`src/rtl/sn_cfg_loader.sv`:
```
// Boot-time configuration sequencer: replays a register image onto the prot_* bus,
// optionally verifying each write by readback, then passes the protocol manager through.
module sn_cfg_loader #(
    parameter int         P_IMG_DEPTH = 64,
    parameter int         P_IMG_AW    = $clog2(P_IMG_DEPTH),
    parameter logic [6:0] P_TERM_ADDR = 7'h7F,
    parameter bit         P_VERIFY_EN = 1'b1,
    parameter bit         P_AUTO_LOAD = 1'b1
) (
    input  logic                clk,
    input  logic                rst,
    input  logic                reload,
    output logic                img_rd,
    output logic [P_IMG_AW-1:0] img_addr,
    input  logic [14:0]         img_data,
    input  logic                up_prot_enable,
    input  logic                up_prot_r0w1,
    input  logic [6:0]          up_prot_addr,
    input  logic [7:0]          up_prot_wdata,
    output logic [7:0]          up_prot_rdata,
    output logic                prot_enable,
    output logic                prot_r0w1,
    output logic [6:0]          prot_addr,
    output logic [7:0]          prot_wdata,
    input  logic [7:0]          prot_rdata,
    output logic                load_busy,
    output logic                load_done,
    output logic [P_IMG_AW:0]   load_count,
    output logic                verify_err,
    output logic                drop_err
);

    typedef enum logic [2:0] {
        S_IDLE  = 3'd0,
        S_FETCH = 3'd1,
        S_WRITE = 3'd2,
        S_CHECK = 3'd3,
        S_DONE  = 3'd4
    } state_t;

    localparam logic [P_IMG_AW:0] LP_DEPTH = (P_IMG_AW + 1)'(P_IMG_DEPTH);
    localparam logic [P_IMG_AW:0] LP_ONE   = (P_IMG_AW + 1)'(1);

    state_t              state_q, state_d;
    logic [P_IMG_AW:0]   idx_q, idx_d;
    logic [6:0]          addr_q, addr_d;
    logic [7:0]          data_q, data_d;
    logic                load_done_q, load_done_d;
    logic                verify_err_q, verify_err_d;
    logic                drop_err_q, drop_err_d;
    logic                load_busy_q, load_busy_d;
    logic                img_rd_q, img_rd_d;
    logic [P_IMG_AW-1:0] img_addr_q, img_addr_d;
    logic                busy_s;
    logic [P_IMG_AW:0]   idx_inc_s;

    assign busy_s    = (state_q == S_FETCH) || (state_q == S_WRITE) || (state_q == S_CHECK);
    assign idx_inc_s = idx_q + LP_ONE;

    // Next-state, sticky flags and bus steering (pass-through vs. loader-owned).
    always_comb begin
        state_d       = state_q;
        idx_d         = idx_q;
        addr_d        = addr_q;
        data_d        = data_q;
        load_done_d   = load_done_q;
        verify_err_d  = verify_err_q;
        drop_err_d    = drop_err_q;
        prot_enable   = up_prot_enable;
        prot_r0w1     = up_prot_r0w1;
        prot_addr     = up_prot_addr;
        prot_wdata    = up_prot_wdata;
        up_prot_rdata = prot_rdata;

        if (busy_s) begin
            prot_enable   = 1'b0;
            prot_r0w1     = 1'b0;
            prot_addr     = 7'd0;
            prot_wdata    = 8'd0;
            up_prot_rdata = 8'd0;
            if (up_prot_enable) begin
                drop_err_d = 1'b1;
            end else begin
                drop_err_d = drop_err_q;
            end
        end else begin
            drop_err_d = drop_err_q;
        end

        case (state_q)
            S_IDLE, S_DONE: begin
                if ((state_q == S_IDLE && P_AUTO_LOAD) || reload) begin
                    state_d      = S_FETCH;
                    idx_d        = '0;
                    load_done_d  = 1'b0;
                    verify_err_d = 1'b0;
                    drop_err_d   = 1'b0;
                end else begin
                    state_d = state_q;
                end
            end
            S_FETCH: begin
                state_d = S_WRITE;
            end
            S_WRITE: begin
                if (img_data[14:8] == P_TERM_ADDR) begin
                    state_d = S_DONE;
                end else begin
                    prot_enable = 1'b1;
                    prot_r0w1   = 1'b1;
                    prot_addr   = img_data[14:8];
                    prot_wdata  = img_data[7:0];
                    addr_d      = img_data[14:8];
                    data_d      = img_data[7:0];
                    idx_d       = idx_inc_s;
                    if (P_VERIFY_EN) begin
                        state_d = S_CHECK;
                    end else if (idx_inc_s == LP_DEPTH) begin
                        state_d = S_DONE;
                    end else begin
                        state_d = S_FETCH;
                    end
                end
            end
            S_CHECK: begin
                prot_enable = 1'b1;
                prot_r0w1   = 1'b0;
                prot_addr   = addr_q;
                if (prot_rdata != data_q) begin
                    verify_err_d = 1'b1;
                end else begin
                    verify_err_d = verify_err_q;
                end
                // idx was already advanced in WRITE, so it equals the depth after the last entry.
                if (idx_q == LP_DEPTH) begin
                    state_d = S_DONE;
                end else begin
                    state_d = S_FETCH;
                end
            end
            default: begin
                state_d = S_IDLE;
            end
        endcase

        if (state_d == S_DONE) begin
            load_done_d = 1'b1;
        end else begin
            load_done_d = load_done_d;
        end

        // A load being reset must not leave any strobe on the network in that cycle.
        if (rst) begin
            prot_enable   = 1'b0;
            prot_r0w1     = 1'b0;
            prot_addr     = 7'd0;
            prot_wdata    = 8'd0;
            up_prot_rdata = 8'd0;
        end else begin
            up_prot_rdata = up_prot_rdata;
        end
    end

    // Status outputs are registered copies derived from the next state.
    always_comb begin
        load_busy_d = (state_d == S_FETCH) || (state_d == S_WRITE) || (state_d == S_CHECK);
        img_rd_d    = (state_d == S_FETCH);
        img_addr_d  = idx_d[P_IMG_AW-1:0];
    end

    // State and status registers with synchronous reset.
    always_ff @(posedge clk) begin
        if (rst) begin
            state_q      <= S_IDLE;
            idx_q        <= '0;
            addr_q       <= 7'd0;
            data_q       <= 8'd0;
            load_done_q  <= 1'b0;
            verify_err_q <= 1'b0;
            drop_err_q   <= 1'b0;
            load_busy_q  <= 1'b0;
            img_rd_q     <= 1'b0;
            img_addr_q   <= '0;
        end else begin
            state_q      <= state_d;
            idx_q        <= idx_d;
            addr_q       <= addr_d;
            data_q       <= data_d;
            load_done_q  <= load_done_d;
            verify_err_q <= verify_err_d;
            drop_err_q   <= drop_err_d;
            load_busy_q  <= load_busy_d;
            img_rd_q     <= img_rd_d;
            img_addr_q   <= img_addr_d;
        end
    end

    assign img_rd     = img_rd_q;
    assign img_addr   = img_addr_q;
    assign load_busy  = load_busy_q;
    assign load_done  = load_done_q;
    assign load_count = idx_q;
    assign verify_err = verify_err_q;
    assign drop_err   = drop_err_q;

endmodule
```
`config.mk`:
```
export PLATFORM = sky130hd
export DESIGN_NAME = sn_cfg_loader
export DESIGN_NICKNAME = d
export VERILOG_FILES = /design/src/rtl/sn_cfg_loader.sv
export SDC_FILE = /design/constraint.sdc
export NUM_CORES = 1
export LEC_CHECK = 0
export CORE_MARGIN = 8
export CORE_UTILIZATION = 44
export DETAILED_ROUTE_END_ITERATION = 8
export PLACE_DENSITY = 0.91
export SLEW_MARGIN = 20
export SYNTH_ARGS = -nofsm -noshare
export SYNTH_HDL_FRONTEND = slang
export SYNTH_SLANG_ARGS = --single-unit
```
`constraint.sdc`:
```
create_clock -name clk -period 4.4 [get_ports clk]
set_input_delay 0.44 -clock clk [delete_from_list [all_inputs] [get_ports clk]]
set_output_delay 0.44 -clock clk [all_outputs]
set_load 0.01 [all_outputs]
```
=== After elaboration in Yosys (flattened, before gate mapping) ===
Cells that the tools add are included.

* $add $sub $neg: 1
* Equal/unequal tests: 14
* Multiplexer cells: 34
* Bitwise logic cells: 1
* Reductions and logical operators: 15

{| class="wikitable"
|+ Operators by type and width
! operator !! count
|-
| 8-bit two-way mux || 6
|-
| 7-bit two-way mux || 5
|-
| 7-bit one-hot mux with 2 select lines || 2
|-
| 7-bit == test (second input constant) || 2
|-
| 1-bit two-way mux || 14
|-
| 3-bit by 2-bit == test with 1-bit output (second input constant) || 4
|-
| 3-bit one-hot mux with 4 select lines || 1
|-
| 3-bit two-way mux || 3
|-
| 8-bit inequality test || 1
|-
| 2-bit nonzero test || 4
|-
| 7-bit by 1-bit adder with 7-bit output (second input constant) || 1
|-
| 3-bit by 1-bit == test with 1-bit output (second input constant) || 2
|-
| 3-bit == test (second input constant) || 2
|-
| 1-bit one-hot mux with 2 select lines || 3
|-
| 3-bit AND reduction || 2
|-
| 1-bit logical OR || 5
|-
| 2-bit inequality test (second input constant) || 2
|-
| 2-bit AND reduction || 2
|-
| 3-bit zero test || 1
|-
| 2-bit by 1-bit inequality test with 1-bit output (second input constant) || 1
|-
| 2-bit OR reduction || 1
|-
| 1-bit NOT || 1
|}

* Register bits: 30
* Output and inout port bits: 43
* Word-level logic and storage cells: 75

=== Longest topological paths before layout ===
* Word-level depth: 7
* Gate-level depth with buffers: 7
* Depth with buffers taken out: 5

=== Worst setup path after synthesis ===
No wires, ideal clock.

* Path kind: register -> output
* Start point: reg state_q[1]
* End point: out prot_wdata[0]
* Arrival time: 1653 ps
* Required time: 3960 ps
* Setup slack: 2307 ps
* Cell stages (with the launch flop): 6
* Cell sequence: dfxtp_1 or3b_4 a21o_1 clkbuf_1 nor2_1 a22o_1

* Cells in the longest elaborated chain, start to end: 7
* Elaborated cells between the ends (all ways): 9
* Classes of those cells: 3 x eq/ne; 4 x mux; 2 x reduce/logical

{| class="wikitable"
|+ RTL lines
! element !! RTL line !! source
|-
| start: declaration || 44 || <nowiki>state_t state_q, state_d;</nowiki>
|-
| start signal: assignment || 185 || <nowiki>state_q <= state_d;</nowiki>
|-
| 3-bit by 1-bit == test with 1-bit output / 3-bit by 2-bit == test with 1-bit output (equally long branches) || 57, 90 ||
|-
| 1-bit logical OR (2 in a row) || 57 || <nowiki>assign busy_s = (state_q == S_FETCH) || (state_q == S_WRITE) || (state_q == S_CHECK);</nowiki>
|-
| 8-bit two-way mux || 75 || <nowiki>if (busy_s) begin</nowiki>
|-
| 8-bit two-way mux || 106 || <nowiki>if (img_data[14:8] == P_TERM_ADDR) begin</nowiki>
|-
| 8-bit two-way mux * || 90 || <nowiki>case (state_q)</nowiki>
|-
| 8-bit two-way mux * || 153 || <nowiki>if (rst) begin</nowiki>
|-
| end: declaration || 24 || <nowiki>output logic [7:0] prot_wdata,</nowiki>
|}

Every way passes the cells marked *; elsewhere a longest branch is shown, timed or not.

=== Worst setup path after layout ===
* Start point: reg state_q[0]
* End point: out prot_wdata[2]

Same word-level chain as after synthesis.

==> flow_metrics.env <==
export IMPL_skew_ns=0.00611
export IMPL_worst_pin_slew_ns=0.911
export IMPL_cts_setup_buffers=0
export IMPL_place_congestion=0.805
export IMPL_crit_type="reg -> out"
export IMPL_synthCells=236
export IMPL_num_io_pins=86
export IMPL_synthMuxAreaShare_pct=3.94
export IMPL_drv_slew=0
export IMPL_rows=23
export IMPL_synth_top_area_share_pct=33.1
export IMPL_routed_via_density=5.57
export IMPL_portBuffers=85
export IMPL_post_route_period_util_pct=76.0
export IMPL_area_growth_pct=53.9
export IMPL_ys_warn_count=0
export IMPL_synth_seq_cells=30
export IMPL_yosys_area_share_simple_pct=24.4
export IMPL_htreeDepth=2
export IMPL_multi_input_area_um2=1080
export IMPL_clock_latency_ns=0.28
export IMPL_synth_compound_area_share_pct=25.8
export IMPL_power_density_nw_per_um2=487
export IMPL_min_path_type="reg -> reg"
export IMPL_worstReg2RegStart="state_q[0]"
export IMPL_detail_route_antenna_nets=0
export IMPL_register_area_um2=601
export IMPL_synth_distinct_cells=38
export IMPL_synth_adder_area_share_pct=1.38
export IMPL_drc_errors=0
export IMPL_syn_num_nets=281
export IMPL_drt_pre_antenna_iters=4
export IMPL_cts_root_buf="clkbuf_8"
export IMPL_drt_total_wl_um=5550
export IMPL_dieArea_um2=6430
export IMPL_fin_cells=361
export IMPL_required_ns=3.96
export IMPL_relSlewSlack_pct=39.1
export IMPL_hpwl_um=4220
export IMPL_start_util_pct=45.6
export IMPL_ctsResizeCount=0
export IMPL_synth_top_family_by_area="compound AO/OA/AOI/OAI gates"
export IMPL_worst_setup_path_start_kind="flop"
export IMPL_setup_tns_final_ns=0
export IMPL_setup_viol=0
export IMPL_grt_max_degree=26
export IMPL_crit_start="state_q[0]"
export IMPL_fillers=325
export IMPL_synth_area_um2=1810
export IMPL_fmax_mhz=299
export IMPL_min_from="verify_err"
export IMPL_drt_iter0_markers=165
export IMPL_gr_total_overflow=0
export IMPL_yosys_area_top_type="dfxtp_1"
export IMPL_grtUsageTotal_pct=17.4
export IMPL_clock_sinks=30
export IMPL_layout_drive_gt1_share_pct=4.82
export IMPL_dp_cells=353
export IMPL_clk_pin_slew_worst_paths_ns=0.07
export IMPL_synth_xor_area_share_pct=4.35
export IMPL_hold_buffers=0
export IMPL_antenna_cells=0
export IMPL_core_area_um2=3970
export IMPL_cts_buffers=5
export IMPL_dpl_cell_area_um2=2650
export IMPL_max_cap_violations=0
export IMPL_cp_max_fo=23
export IMPL_die_h_um=80.2
export IMPL_grt_pass1_vias=1991
export IMPL_postSynthAreaPerCell_um2=7.68
export IMPL_finalNetCount=355
export IMPL_die_x_um=80.2
export IMPL_grt_pass1_wl_um=8960
export IMPL_antenna_found_initial=0
export IMPL_vias=2012
export IMPL_p_leak_nw=1.02
export IMPL_finalCriticalPeriod_ns=3.34
export IMPL_finalHoldViolCount=0
export IMPL_ys_seq_area_share_pct=33.1
export IMPL_ir_worst_vdd_mv=0.304
export IMPL_routedWlPerCell_um=15.4
export IMPL_crit_arrival_ns=2.90
export IMPL_grt_setup_unrepaired="false"
export IMPL_status="completed"
export IMPL_end_kind="output pin"
export IMPL_whs_ns=0.456
export IMPL_cts_tree="built"
export IMPL_stdcell_area_um2=2790
export IMPL_clockBufferDepth=2
export IMPL_synth_area_leaders="dfxtp_1 33%, a21oi_1 8.3%, nand2_1 7.9%, xnor2_1 4.4%, a21o_1 4.1%"
per-layer routing:
| layer | routed length (µm) | up-vias | track usage [%] |
|---|---|---|---|
| li1 | - | 985 | - |
| met1 | 2150 | 930 | 18.7 |
| met2 | 2740 | 82 | 29.9 |
| met3 | 493 | 15 | 6.25 |
| met4 | 157 | 0 | 7.82 |
| met5 | 0 | - | 0 |
sequential cells by signal, indices dropped and copies added, names as in the netlist:
name,flops
data_q,8
addr_q,7
load_count,7
state_q,3
drop_err,1
img_rd,1
load_busy,1
load_done,1
verify_err,1
synthesized netlist by cell type:
cell	count
and3_1	1
nand4_1	3
and2_1	9
ha_1	2
a21oi_2	1
buf_4	6
or3_1	1
a311oi_1	1
nand3_1	3
inv_1	7
nand2b_1	2
o211ai_1	3
xnor2_1	9
nor2b_1	2
clkbuf_1	14
a22oi_1	1
a21oi_1	30
dfxtp_1	30
nand4b_1	1
nor3_1	8
o21bai_1	1
nor2_1	9
o21ai_0	7
nand2_1	38
buf_1	1
a21o_1	10
a22o_1	8
mux2i_1	6
mux2_2	1
a211oi_1	1
a221oi_1	6
or3b_4	1
or2_2	1
a31oi_1	1
and4_1	2
o31ai_1	2
nor4b_1	1
or4_1	6
path summary, 6_finish.rpt:
path | endpoint | slack [ns] | depth (start not counted)
worst max-delay path | prot_wdata[2] | 1.06 | 5
worst min-delay path | verify_err | 0.46 | 2
worst max register to register | load_count[5] | 2.10 | 5
worst min register to register | verify_err | 0.46 | 2
layout make-up:
cell class	instances	share of cell area, %
clock inverter	2	2.15
tap	50	2.24
timing repair buffer	88	31.3
clock buffer	6	2.96
inverter	7	0.942
multi-input combinational	178	38.9
sequential	30	21.5
power breakdown:
group	switching [mW]	internal (mW)	total, mW	leakage (nW)
Combinational	0.305	0.318	0.623	0.701
Sequential	0.0646	0.322	0.386	0.244
Clock	0.107	0.242	0.348	0.0714
Total	0.476	0.881	1.36	1.02
worst max-delay path: stages (launching register included):
cell and delay [ns]:
dfxtp_1 0.59, or3b_4 0.54, a21o_1 0.18, nor2_1 0.51, a22o_1 0.25, clkdlybuf4s50_1 0.54
logic make-up (layout without fill, tap and decap cells):
group / count (synthesis) / after routing
adders and majority gates: 2 / 2
xor gates and xnor gates: 9 / 9
AOI/OAI and AO/OA: 72 / 72
muxes: 7 / 7
buffers and inverters: 28 / 103
and+or+nand+nor: 88 / 88
DFF: 30 / 30
cells in the final DEF, fill, tap and decap left out, drive strengths merged, types with 2 or more instances in the layout:
| cell type | instances |
|---|---|
| o211ai | 3 |
| nand2 | 38 |
| mux2i | 6 |
| clkdlybuf4s50 | 85 |
| clkbuf | 6 |
| bufinv | 2 |
| nand2b | 2 |
| nor3 | 8 |
| a21oi | 31 |
| a221oi | 6 |
| o21ai | 7 |
| or4 | 6 |
| buf | 3 |
| inv | 7 |
| nand3 | 3 |
| and4 | 2 |
| nor2 | 9 |
| a22o | 8 |
| ha | 2 |
| a21o | 10 |
| and2 | 9 |
| dfxtp | 30 |
| xnor2 | 9 |
| o31ai | 2 |
| nor2b | 2 |
| nand4 | 3 |
metrics by stage:
| step | util, % | worst slack, ns | power, mW |
|---|---|---|---|
| final | 70.2 | 1.06 | 1.36 |
| after global routing | 70.2 | 0.766 | 1.44 |
| after CTS | 70.2 | 1.03 | 1.37 |
| after detailed placement | 66.6 | 1.24 | 1.02 |
| after global placement | 66.6 | 1.28 | 1.01 |
| after floorplan | - | 2.31 | 0.745 |
Power figures use the tool's default switching activity.
